`src/rtl/alu_frame_pkg.sv`:
```
// Shared definitions for the ALU frame link: FSM encoding, opcode set and the
// ASCII operator bytes that the receiving side decodes.
package alu_frame_pkg;

  typedef enum logic [2:0] {
    ST_IDLE    = 3'd0,
    ST_LOAD    = 3'd1,
    ST_SEND    = 3'd2,
    ST_WAIT_TX = 3'd3,
    ST_WAIT_RX = 3'd4,
    ST_DONE    = 3'd5
  } state_e;

  typedef enum logic [1:0] {
    OPC_ADD = 2'd0,
    OPC_SUB = 2'd1,
    OPC_AND = 2'd2,
    OPC_OR  = 2'd3
  } opc_e;

  localparam logic [7:0] ASCII_ADD = 8'd43;   // '+'
  localparam logic [7:0] ASCII_SUB = 8'd45;   // '-'
  localparam logic [7:0] ASCII_AND = 8'd38;   // '&'
  localparam logic [7:0] ASCII_OR  = 8'd124;  // '|'

  // Operator character carried in the middle byte of a frame.
  function automatic logic [7:0] op_char(input logic [1:0] opc);
    case (opc_e'(opc))
      OPC_ADD: op_char = ASCII_ADD;
      OPC_SUB: op_char = ASCII_SUB;
      OPC_AND: op_char = ASCII_AND;
      default: op_char = ASCII_OR;
    endcase
  endfunction

endpackage

```
`src/rtl/alu_frame_sender_rise_detect.sv`:
```
// Rising-edge detector: one-cycle pulse on a 0->1 transition of a level input.
// A level held high produces a single pulse.
module rise_detect (
  input  logic i_clk,
  input  logic i_rst,
  input  logic i_sig,
  output logic o_rise
);

  logic prev_q;

  // Remember last cycle's level.
  always_ff @(posedge i_clk or posedge i_rst) begin
    if (i_rst) prev_q <= 1'b0;
    else       prev_q <= i_sig;
  end

  assign o_rise = i_sig & ~prev_q;

endmodule

```
`src/rtl/alu_frame_sender.sv`:
```
// ALU frame sender: latches two operands and an opcode, streams the 3-byte
// frame {a, op_char, b} to a UART transmitter, then waits for a one-byte
// response from the UART receiver and presents it on o_result/o_valid.
// Optional feature macro: ALU_FRAME_TIMEOUT_EN adds a response timeout and
// the o_timeout pulse output.
module alu_frame_sender
  import alu_frame_pkg::*;
#(
  parameter int NB_BITS        = 8,
  parameter int NB_OPC         = 2,
  parameter int TIMEOUT_CYCLES = 1000000
) (
  input  logic               i_clk,
  input  logic               i_rst,
  input  logic               i_start,
  input  logic [NB_BITS-1:0] i_data_a,
  input  logic [NB_BITS-1:0] i_data_b,
  input  logic [NB_OPC-1:0]  i_opc,
  output logic [NB_BITS-1:0] o_tx_data,
  output logic               o_tx_start,
  input  logic               i_tx_done,
  input  logic [NB_BITS-1:0] i_rx_data,
  input  logic               i_rx_done,
  output logic [NB_BITS-1:0] o_result,
  output logic               o_valid,
  output logic               o_busy
`ifdef ALU_FRAME_TIMEOUT_EN
  ,
  output logic               o_timeout
`endif
);

  state_e             state_q, state_d;
  logic [1:0]         idx_q, idx_d;
  logic [NB_BITS-1:0] a_q, a_d, b_q, b_d;
  logic [NB_OPC-1:0]  opc_q, opc_d;
  logic [NB_BITS-1:0] tx_data_q, tx_data_d;
  logic [NB_BITS-1:0] result_q, result_d;
  logic               tx_rise, rx_rise;
  logic [NB_BITS-1:0] next_byte;

`ifdef ALU_FRAME_TIMEOUT_EN
  localparam int CNT_W = $clog2(TIMEOUT_CYCLES + 1);
  logic [CNT_W-1:0] cnt_q, cnt_d;
  logic             timeout_q, timeout_d;
`endif

  rise_detect u_tx_rise (.i_clk(i_clk), .i_rst(i_rst), .i_sig(i_tx_done), .o_rise(tx_rise));
  rise_detect u_rx_rise (.i_clk(i_clk), .i_rst(i_rst), .i_sig(i_rx_done), .o_rise(rx_rise));

  // Byte that follows the current index in the frame (index 0 is loaded from IDLE).
  always_comb begin
    next_byte = b_q;
    if (idx_q == 2'd0) next_byte = NB_BITS'(op_char(opc_q[1:0]));
  end

  // Next-state and datapath update.
  always_comb begin
    state_d   = state_q;
    idx_d     = idx_q;
    a_d       = a_q;
    b_d       = b_q;
    opc_d     = opc_q;
    tx_data_d = tx_data_q;
    result_d  = result_q;
`ifdef ALU_FRAME_TIMEOUT_EN
    cnt_d     = cnt_q;
    timeout_d = 1'b0;
`endif
    case (state_q)
      ST_IDLE: begin
        if (i_start) begin
          a_d       = i_data_a;
          b_d       = i_data_b;
          opc_d     = i_opc;
          idx_d     = 2'd0;
          tx_data_d = i_data_a;
          state_d   = ST_LOAD;
        end
      end
      ST_LOAD:    state_d = ST_SEND;
      ST_SEND:    state_d = ST_WAIT_TX;
      ST_WAIT_TX: begin
        if (tx_rise) begin
          if (idx_q < 2'd2) begin
            idx_d     = idx_q + 2'd1;
            tx_data_d = next_byte;
            state_d   = ST_LOAD;
          end else begin
            state_d = ST_WAIT_RX;
          end
        end
      end
      ST_WAIT_RX: begin
        if (rx_rise) begin
          result_d = i_rx_data;
          state_d  = ST_DONE;
        end
`ifdef ALU_FRAME_TIMEOUT_EN
        else if (cnt_q == CNT_W'(TIMEOUT_CYCLES - 1)) begin
          timeout_d = 1'b1;
          state_d   = ST_IDLE;
        end else begin
          cnt_d = cnt_q + CNT_W'(1);
        end
`endif
      end
      ST_DONE:    state_d = ST_IDLE;
      default:    state_d = ST_IDLE;
    endcase
`ifdef ALU_FRAME_TIMEOUT_EN
    // Counter only lives while waiting for the response.
    if (state_d != ST_WAIT_RX) cnt_d = '0;
`endif
  end

  // State and datapath registers.
  always_ff @(posedge i_clk or posedge i_rst) begin
    if (i_rst) begin
      state_q   <= ST_IDLE;
      idx_q     <= 2'd0;
      a_q       <= '0;
      b_q       <= '0;
      opc_q     <= '0;
      tx_data_q <= '0;
      result_q  <= '0;
    end else begin
      state_q   <= state_d;
      idx_q     <= idx_d;
      a_q       <= a_d;
      b_q       <= b_d;
      opc_q     <= opc_d;
      tx_data_q <= tx_data_d;
      result_q  <= result_d;
    end
  end

`ifdef ALU_FRAME_TIMEOUT_EN
  // Response timeout counter and its one-cycle pulse.
  always_ff @(posedge i_clk or posedge i_rst) begin
    if (i_rst) begin
      cnt_q     <= '0;
      timeout_q <= 1'b0;
    end else begin
      cnt_q     <= cnt_d;
      timeout_q <= timeout_d;
    end
  end
  assign o_timeout = timeout_q;
`endif

  assign o_tx_data  = tx_data_q;
  assign o_tx_start = (state_q == ST_SEND);
  assign o_result   = result_q;
  assign o_valid    = (state_q == ST_DONE);
  assign o_busy     = (state_q != ST_IDLE);

endmodule

```
`config.mk`:
```
export PLATFORM = sky130hd
export DESIGN_NAME = alu_frame_sender
export DESIGN_NICKNAME = d
export VERILOG_FILES = /design/src/rtl/alu_frame_pkg.sv /design/src/rtl/alu_frame_sender_rise_detect.sv /design/src/rtl/alu_frame_sender.sv
export SDC_FILE = /design/constraint.sdc
export NUM_CORES = 1
export LEC_CHECK = 0
export CAP_MARGIN = 25
export CORE_UTILIZATION = 45
export DETAILED_ROUTE_END_ITERATION = 6
export MAX_ROUTING_LAYER = met4
export PLACE_DENSITY = 0.86
export SETUP_SLACK_MARGIN = 0.4
export SYNTH_ARGS = -nofsm -noshare
export SYNTH_HDL_FRONTEND = slang
export SYNTH_SLANG_ARGS = --single-unit
export TNS_END_PERCENT = 50
```
`constraint.sdc`:
```
create_clock -name i_clk -period 4.2 [get_ports i_clk]
set_input_delay 1.05 -clock i_clk [delete_from_list [all_inputs] [get_ports i_clk]]
set_output_delay 1.05 -clock i_clk [all_outputs]
set_load 0.005 [all_outputs]
```
# Word-level counts from Yosys, hierarchy flattened
# Cells that the tools add are included.
dict set report word_totals {
  ff_bits 33
  in_bits 31
  out_inout_bits 19
  elab_cells 49
}
dict set report classes {
  add_sub_neg 1
  magnitude_cmp 1
  eq_ne 11
  mux 15
  bitwise_logic 4
  n_reduce_logical 9
}
# op count
set op_table {}
lappend op_table {{8-bit two-way mux} 4}
lappend op_table {{7-bit case mux with 3 select lines} 1}
lappend op_table {{8-bit case mux with 2 select lines} 1}
lappend op_table {{3-bit case mux with 5 select lines} 1}
lappend op_table {{3-bit two-way mux} 4}
lappend op_table {{2-bit inequality test (second input constant)} 4}
lappend op_table {{3-bit by 2-bit equality test with 1-bit output (second input constant)} 2}
lappend op_table {{3-bit equality test (second input constant)} 2}
lappend op_table {{2-bit two-way mux} 3}
lappend op_table {{2-bit zero test} 2}
lappend op_table {{2-bit case mux with 2 select lines} 1}
lappend op_table {{2-bit AND reduction} 2}
lappend op_table {{4-bit AND reduction} 1}
lappend op_table {{3-bit by 1-bit equality test with 1-bit output (second input constant)} 1}
lappend op_table {{3-bit zero test} 1}
lappend op_table {{3-bit AND reduction} 1}
lappend op_table {{3-bit nonzero test} 1}
lappend op_table {{2-bit by 1-bit adder with 2-bit output (second input constant)} 1}
lappend op_table {{1-bit AND} 2}
lappend op_table {{2-bit by 1-bit equality test with 1-bit output (second input constant)} 1}
lappend op_table {{2-bit equality test (second input constant)} 1}
lappend op_table {{2-bit less-than comparator (second input constant)} 1}
lappend op_table {{1-bit NOT} 2}
lappend op_table {{2-bit nonzero test} 1}

# Depth between registers and ports, before layout
dict set report depth {
  ltp_word 6
  mapped_depth 7
  ltp_nobuf 6
}

# Cells and area by module
# From an unflattened synthesis, not the netlist that was laid out.
dict set report unflattened {
  cells_unflattened 134
  hier_area_um2 1529.0
}
# mod instances cells_each area_each_um2 seq_area_each_um2
set by_module_without_submodules {}
lappend by_module_without_submodules {alu_frame_sender 1 128 1443.9 775.7}
lappend by_module_without_submodules {rise_detect 2 3 42.5 25.0}

# Worst setup path before layout
# No wires, ideal clock.
dict set report synth_path {
  kind {input to register}
  startpoint {in i_tx_done}
  endpoint {reg idx_q[0]}
  setup_ns 0.125
  arrival_ns 2.001
  t_required_ns 4.075
  setup_slack_ns 2.074
  cell_stages 5
  n_path_buf 1
  cell_sequence {nor2b_1 > o22a_1 > and3b_1 > buf_6 > mux2_4}
}
dict set report synth_between {
  elab_chain_cells 3
}
# element line
set synth_lines {}
lappend synth_lines {{start: declaration} alu_frame_sender.sv:21} ;# input logic i_tx_done,
lappend synth_lines {{1-bit AND} alu_frame_sender_rise_detect.sv:18} ;# assign o_rise = i_sig & ~prev_q;
lappend synth_lines {{2-bit inequality test (no source line)} n/a}
lappend synth_lines {{4-bit AND reduction (no source line)} n/a}
lappend synth_lines {{end signal: assignment} alu_frame_sender.sv:129} ;# idx_q <= idx_d;
lappend synth_lines {{end: declaration} alu_frame_sender.sv:34} ;# logic [1:0] idx_q, idx_d;
# Every way passes these cells.
# A chain may end at the register's enable or synchronous reset.

# Worst setup path after layout
dict set report layout_path {
  startpoint {reg state_q[1]}
  endpoint {out o_busy}
}
dict set report layout_between {
  elab_chain_cells 1
}
# element line
set layout_lines {}
lappend layout_lines {{start: declaration} alu_frame_sender.sv:33} ;# state_e state_q, state_d;
lappend layout_lines {{start signal: assignment} alu_frame_sender.sv:128} ;# state_q <= state_d;
lappend layout_lines {{3-bit nonzero test} alu_frame_sender.sv:156} ;# assign o_busy = (state_q != ST_IDLE);
lappend layout_lines {{end: declaration} alu_frame_sender.sv:26} ;# output logic o_busy
# Every way passes these cells.

==> impl_metrics.env <==
export IMPL_dp_cells=221
export IMPL_total_power_mw=1.380
export IMPL_synth_xor_area_share_pct=0
export IMPL_die_x_um=61
export IMPL_synthAdderAreaFrac_pct=0.7987
export IMPL_ctsHoldBuffers=0
export IMPL_synth_seq_area_share_pct=52.72
export IMPL_grt_pass1_wl_mm=5.368
export IMPL_hold_violations=0
export IMPL_yosys_most_used_dff="dfrtp_1"
export IMPL_crit_buf_inv=1
export IMPL_setup_viol=0
export IMPL_synth_mux_area_share_pct=21.09
export IMPL_antenna_found_initial=0
export IMPL_grt_max_degree=24
export IMPL_finalInstanceArea_mm2=0.002117
export IMPL_reg2reg_to="o_tx_data[3]"
export IMPL_n_antenna_cell=0
export IMPL_final_seq_area_um2=825.8
export IMPL_syn_nets=166
export IMPL_cpPeakStageDelay_ns=0.49
export IMPL_cts_made_buffers=5
export IMPL_clkSinkCount=33
export IMPL_die_y_um=61
export IMPL_clockBufferDepth=2
export IMPL_fin_crit_sh_pct=66.07
export IMPL_startpoint_type="flip-flop"
export IMPL_status="finished, final reports clean"
export IMPL_clk_latency_ns=0.34
export IMPL_hp_class="reg2reg"
export IMPL_cp_end_kind="output port"
export IMPL_syn_avg_cell_area_um2=11.69
export IMPL_synth_edff_count=0
export IMPL_ctsHtreeMaxLevel=2
export IMPL_ctsResizeCount=0
export IMPL_worst_r2r_cell_count=4
export IMPL_synth_area_mm2=0.001567
export IMPL_synth_top_family_by_area="multiplexers"
export IMPL_slew_headroom_pct=41.87
export IMPL_ant_nets=0
export IMPL_initial_core_util_pct=46.94
export IMPL_ir_drop_v=0.0002861
export IMPL_first_iter_violations=46
export IMPL_place_congestion=0.7676
export IMPL_drc=0
export IMPL_maxCapViolations=0
export IMPL_crit_end="o_busy"
export IMPL_drt_wirelength_per_cell_um=14.41
export IMPL_grtUsageTotal_pct=20.73
export IMPL_fmax_mhz=360.3
export IMPL_maxSlewViolCount=0
export IMPL_dr_pass1_iters=6
export IMPL_r2r_setup_slack_ns=2.30
export IMPL_power_density_mw_per_mm2=652.1
export IMPL_fill_cells=290
export IMPL_dpl_worst_slack_ns=1.221
export IMPL_cp_num_cells=2
export IMPL_synth_distinct_cells=30
export IMPL_fin_worst_hold_slack_ns=0.5146
export IMPL_path_class="reg2out"
export IMPL_cp_slowest_cell="dfrtp_1"
export IMPL_synth_compound_area_share_pct=6.230
export IMPL_arrival_ns=1.73
export IMPL_boundaryPins=50
export IMPL_finalSetupTns_ns=0
export IMPL_reg2reg_from="state_q[1]"
export IMPL_place_area_mm2=0.002066
export IMPL_routed_wl_mm=3.299
export IMPL_cp_max_fo=10
export IMPL_tightestPinTransition_ns=0.8710
export IMPL_synth_seq_cells=33
export IMPL_period_needed_ns=2.775
export IMPL_grt_pass1_vias=1180
export IMPL_skew_ns=0.007622
export IMPL_clkTransAtPathRegs_ns=0.10
export IMPL_syn_inst=134
export IMPL_critical_path_startpoint="state_q[1]"
export IMPL_nets=214
export IMPL_required_ns=3.15
export IMPL_port_buffers=49
export IMPL_core_area_mm2=0.003337
export IMPL_critical_path_top_delay_family="flip-flops"
export IMPL_async_flop_share_pct=100.0
export IMPL_power_leakage_nw=0.9520
export IMPL_rows=21
export IMPL_routed_via_count=1155
export IMPL_final_common_cell="clkdlybuf4s50_1"
export IMPL_layout_drive_gt1_share_pct=19.13
export IMPL_syn2layout_area_growth_pct=35.14
export IMPL_fin_ws_ns=1.425
export IMPL_cts_setup_buffers=0
export IMPL_instances_no_fill=229
export IMPL_multi_input_area_um2=650.6
export IMPL_ctsRootBufferMaster="clkbuf_4"
export IMPL_rsz0062_at_grt="no"
export IMPL_final_util_pct=63.44
export IMPL_cts_tree="built"
export IMPL_synthSimpleGateAreaFrac_pct=13.42
export IMPL_final_cell_mix="clkdlybuf4s50_1 (49), dfrtp_1 (33), mux2_2 (16)"
export IMPL_cp_cell_sequence="or3_1 > clkdlybuf4s50_1"
export IMPL_die_area_mm2=0.003721
export IMPL_grt_ovfl_total=0
export IMPL_hpwl_mm=2.486
export IMPL_ys_warn_count=0
export IMPL_drt_vias_per_instance=5.044
## per-layer routing
layer	track usage, %	vias to the layer above	part of all wire (%)
met1	25.82	561	43
met4	11.69	0	2.4
met2	31.24	35	51
met5	-	-	0
li1	-	550	-
met3	4.478	9	3.7
## Yosys cell counts, types with 3 or more instances
cell	number	area share, %
inv_1	9	2.2
nand2_1	9	2.2
mux2i_1	6	3.8
o21ai_0	8	2.6
o22ai_1	3	1.2
dfrtp_1	33	53
mux2_4	6	5.8
mux2_2	16	12
nor2b_1	3	1.2
clkbuf_1	5	1.2
nor2_1	9	2.2
a21oi_1	3	0.96
## cell families after synthesis
family | after synthesis
simple gates | 37
flops | 33
mux | 28
buf+inv | 18
compound gates | 17
fa+ha+maj | 1
## sequential cells by signal, indices dropped and copies added, names as in the netlist
signal	flops
state_q	3
b_q	8
idx_q	2
u_rx_rise.prev_q	1
opc_q	2
u_tx_rise.prev_q	1
o_result	8
o_tx_data	8
## worst min-delay path by stage
stage               startpoint      to  slack (ns)  cells past startpoint
finish                  b_q[7]  b_q[7]        0.51                      1
global route            b_q[2]  b_q[2]        0.54                      1
CTS                     b_q[7]  b_q[7]        0.52                      1
detailed placement      b_q[7]  b_q[7]        0.49                      1
global placement        b_q[7]  b_q[7]        0.49                      1
floorplan               b_q[7]  b_q[7]        0.47                      1
## where the power goes
part	switching (mW)	leakage [nW]	internal, mW
clock network	0.106	0.0320	0.0637
logic	0.269	0.511	0.398
registers	0.0950	0.410	0.449
## final cells by class
class	instances	share of cell area, %
clock buffer	6	1.950
clock inverter	2	0.4728
inverter	9	1.596
multi-input combinational	83	30.73
sequential	33	39.01
tap	46	2.719
timing repair buffer	50	23.52
Note: power is estimated with default switching activity, not from simulation.
